===== config.mk =====
export PLATFORM = sky130hd
export DESIGN_NAME = fifo_flops
export DESIGN_NICKNAME = d
export VERILOG_FILES = /design/src/rtl/fifo_flops.sv
export SDC_FILE = /design/constraint.sdc
export NUM_CORES = 1
export LEC_CHECK = 0
export CAP_MARGIN = 20
export CORE_MARGIN = 8
export CORE_UTILIZATION = 30
export DETAILED_ROUTE_END_ITERATION = 6
export MAX_ROUTING_LAYER = met4
export PLACE_DENSITY_LB_ADDON = 0.12
export SETUP_SLACK_MARGIN = 0.4
export SLEW_MARGIN = 20
export SYNTH_ARGS = -nofsm -noshare
export SYNTH_HDL_FRONTEND = slang
export SYNTH_SLANG_ARGS = --single-unit

===== constraint.sdc =====
create_clock -name clk -period 14 [get_ports clk]
set_clock_uncertainty 0.1 [all_clocks]
set_input_delay 2.8 -clock clk [delete_from_list [all_inputs] [get_ports clk]]
set_output_delay 2.8 -clock clk [all_outputs]
set_load 0.01 [all_outputs]

===== src/rtl/fifo_flops.sv =====
// Single-clock show-ahead FIFO built from a flip-flop register array.
// Dout always presents the oldest stored word; full/pndng decode directly from count.
module fifo_flops #(
  parameter int depth = 16,
  parameter int bits  = 16
) (
  input  logic            clk,
  input  logic            rst,
  input  logic [bits-1:0] Din,
  input  logic            push,
  input  logic            pop,
  output logic [bits-1:0] Dout,
  output logic            full,
  output logic            pndng
);

  localparam int PW = (depth > 1) ? $clog2(depth) : 1;
  localparam int CW = $clog2(depth + 1);

  logic [bits-1:0] storage [depth];
  logic [PW-1:0]   rd_ptr;
  logic [PW-1:0]   wr_ptr;
  logic [CW-1:0]   count;
  logic            push_ok;
  logic            pop_ok;

  // Explicit compare so depths that are not a power of two wrap correctly.
  function automatic logic [PW-1:0] ptr_inc(input logic [PW-1:0] p);
    if (p == PW'(depth - 1)) return '0;
    else                     return p + 1'b1;
  endfunction

  assign full    = (count == CW'(depth));
  assign pndng   = (count != '0);
  assign Dout    = storage[rd_ptr];
  assign pop_ok  = pop & pndng;
  // A pop on a full FIFO frees the slot the simultaneous push lands in.
  assign push_ok = push & (~full | pop_ok);

  always_ff @(posedge clk or posedge rst) begin
    if (rst) begin
      rd_ptr <= '0;
      wr_ptr <= '0;
      count  <= '0;
      for (int i = 0; i < depth; i++) storage[i] <= '0;
    end else begin
      if (push_ok) begin
        storage[wr_ptr] <= Din;
        wr_ptr          <= ptr_inc(wr_ptr);
      end
      if (pop_ok) rd_ptr <= ptr_inc(rd_ptr);
      case ({push_ok, pop_ok})
        2'b10:   count <= count + 1'b1;
        2'b01:   count <= count - 1'b1;
        default: count <= count;
      endcase
    end
  end

endmodule


==> impl_results.md <==
* Outcome: finished clean
* Post-CTS setup buffer count at 0
* Commonest cells after routing, fill and taps aside: 266 x dfrtp_1, 140 x mux2_4, 119 x mux2_2
* Worst skew pair latency at 0.57 ns
* CP delay by family, top: buffers and inverters
* Final WL at 35,290 um
* Initial DRC Count at 385
* Largest net degree at the start of global routing at 82
* Buf/Inv on CP at 2
* Post-synth top area cell: dfrtp_1
* Hold-fix buffers at CTS at 0
* Clock buffer depth at 3
* Setup WS post-layout at 7.139 ns
* Critical path cell sequence: buf_4 -> mux2i_1 -> a22oi_1 -> mux2i_1 -> o21ai_0 -> clkdlybuf4s50_1
* Die ar. at 0.05135 sq mm
* CP required at 11.10 ns
* Area after DPL at 0.01405 sq mm
* Peak VDD IR at 0.0001456 V
* Setup TNS at 0 ns
* Core ar. at 0.04403 sq mm
* Commonest non-fill, non-tap cell in the layout: dfrtp_1
* Slowest Stage Delay on Critical Path at 0.89 ns
* Slew Limit Fails at 0
* Seq/Total Area, Yosys at 0.5058
* Initial antenna violation count at 1
* Tmin final at 6.861 ns
* Post-synth top area share at 0.5058
* Crit-path most repeated cell: mux2i_1
* Synth cell types at 43
* Fill cells at 4,318
* Post_cts resized at 0
* Drt pass-1 iters at 6
* Overall Global Routing Usage at 0.1428
* Worst reg-to-reg setup slack at 11.08 ns
* Post-detail-place hpwl at 19,940 um
* I/O Pins at 38
* Remaining DRCs at 0
* Final-report hold violation count at 0
* CTS root buf: clkbuf_16
* Static leakage at 6.618 nW
* CTS Buf Count at 31
* GR Overflow Total at 0
* Routed vias at 7,099
* Critical path class: reg2out
* Die width at 226.6 um
* WL/cell at 24.23 um
* Clk slew on worst S/H paths at 0.06 ns
* Diode count at 0
* Avg Cell Area, Syn at 16.19 sq um
* First-pass GRT wire length at 52,960 um
* Via density per instance at 4.876
* Setup crit end kind: output pin
* Synth Cell Area at 0.01331 sq mm
* Area grow syn2layout at 12.92%
* Cell count after synthesis at 822
* Hold Slack at 0.4001 ns
* Layout Nets at 871
* Max_cap viols at 0
* Fin crit share at 0.4900
* Unrepaired setup endpoints after global routing: false
* Top cells by area, synth: dfrtp_1 51%, mux2_4 16%, mux2_2 10%
* Fin cells at 1,456
* Row count at 77
* Share of cells above drive strength 1 at 0.4549
* # clock sinks at 269
* Worst-margin pin slew at 1.057 ns
* Net Count, Synth at 852
* F_max at 145.8 MHz
* Antenna viol nets, final at 0
* Worst path arrival time at 3.96 ns
* Worst min-delay path class: reg2reg
* CTS tree: yes
* Starting density of the core at 0.3023
* Worst setup SP type: flip-flop
* Final setup vio count at 0
* Placer Congestion at 0.6891
* FF+latch count, synth at 269
* Power, Total at 3.785 mW
* Finished Cell Area at 0.01503 sq mm
* Vias in the first global route at 7,608
* Slew headroom at 0.2955
* Util after Layout at 0.3413
* PortBufs at 37
* Pwr dens at 251.9 mW/mm^2
* Place WS at 7.702 ns
* DP Cell Count at 1,400
* Slowest CP cell: buf_4
* Chip Height at 226.6 um
* Crit-path max FO at 60
* Synth Warn # at 0
* H-tree depth at 1
## synth_stat cells
library cell / number
buf_4: 1
buf_2: 10
inv_1: 7
nand2b_4: 1
a21oi_4: 1
a32oi_1: 16
nand3_1: 3
a211oi_4: 1
nor2b_1: 2
dfrtp_1: 269
or3_1: 1
ha_1: 9
nor3b_1: 1
o21ai_1: 1
and2_1: 10
o21ai_0: 20
o311ai_0: 1
a211oi_2: 2
mux2i_1: 49
nand2_1: 7
o31ai_1: 1
buf_1: 1
nand2_4: 4
a21oi_1: 3
o31a_2: 1
mux2_4: 140
buf_6: 16
nand4_4: 4
nor2_1: 2
xor2_1: 1
buf_12: 8
fa_1: 1
or3_2: 1
nor3_4: 1
xnor2_1: 6
a21o_1: 2
a31oi_1: 1
nor3b_4: 1
clkbuf_1: 32
mux4_2: 48
a22oi_1: 16
mux2_2: 119
a211oi_1: 1
## final timing paths
kind,startpoint,to,cells past startpoint
worst min-delay path,storage[123],storage[123],1
worst max-delay path,rd_ptr[1],Dout[8],6
worst min register to register,storage[123],storage[123],1
worst max register to register,count[3],count[4],8
max in group asynchronous,rst,rd_ptr[0],4
min in group asynchronous,rst,count[3],2
## area by class of cell
type	instances	area, sq um	share of cell area
Clock inverter	11	112.6	0.007494
Inverter	7	33.78	0.002248
Tap cell	592	740.7	0.04929
Timing Repair Buffer	54	498.0	0.03314
Sequential cell	269	6740	0.4485
Multi-Input combinational cell	478	6033	0.4015
Clock buffer	45	868.3	0.05779
## registers in the layout, summed over array words and instances (netlist names)
register  cells
rd_ptr        4
wr_ptr        4
count         5
storage     256
## worst register-to-register path: stages, from the launching register on
cell,delay [ns]
dfrtp_1,0.44
or3_1,0.46
o31a_2,0.38
ha_1,0.30
fa_1,0.43
a21o_1,0.19
a21oi_1,0.18
mux2i_1,0.25
xnor2_1,0.13
## power breakdown
part | switching [mW] | leakage [nW] | internal (mW)
clock network | 0.333 | 0.487 | 0.465
registers | 0.248 | 3.31 | 1.16
logic | 0.661 | 2.82 | 0.919
total | 1.24 | 6.62 | 2.54
## kinds of logic (layout without fill, tap and decap cells)
group	Yosys count	in the layout	share of synthesized area
muxes	356	356	0.3767
DFF	269	269	0.5058
buffers and inverters	75	117	0.04118
AOI/OAI and AO/OA	67	67	0.03733
and+or+nand+nor	38	38	0.02435
adders and majority gates	10	10	0.009966
xor gates and xnor gates	7	7	0.004607
## metal layers
layer	vias up	wire [um]	global-route usage
met1	3850	18150	0.2116
li1	3101	-	-
met4	0	517	0.02416
met2	109	15310	0.2060
met5	-	0	-
met3	39	1301	0.02276
No activity file was read; power rests on OpenSTA's default activity.
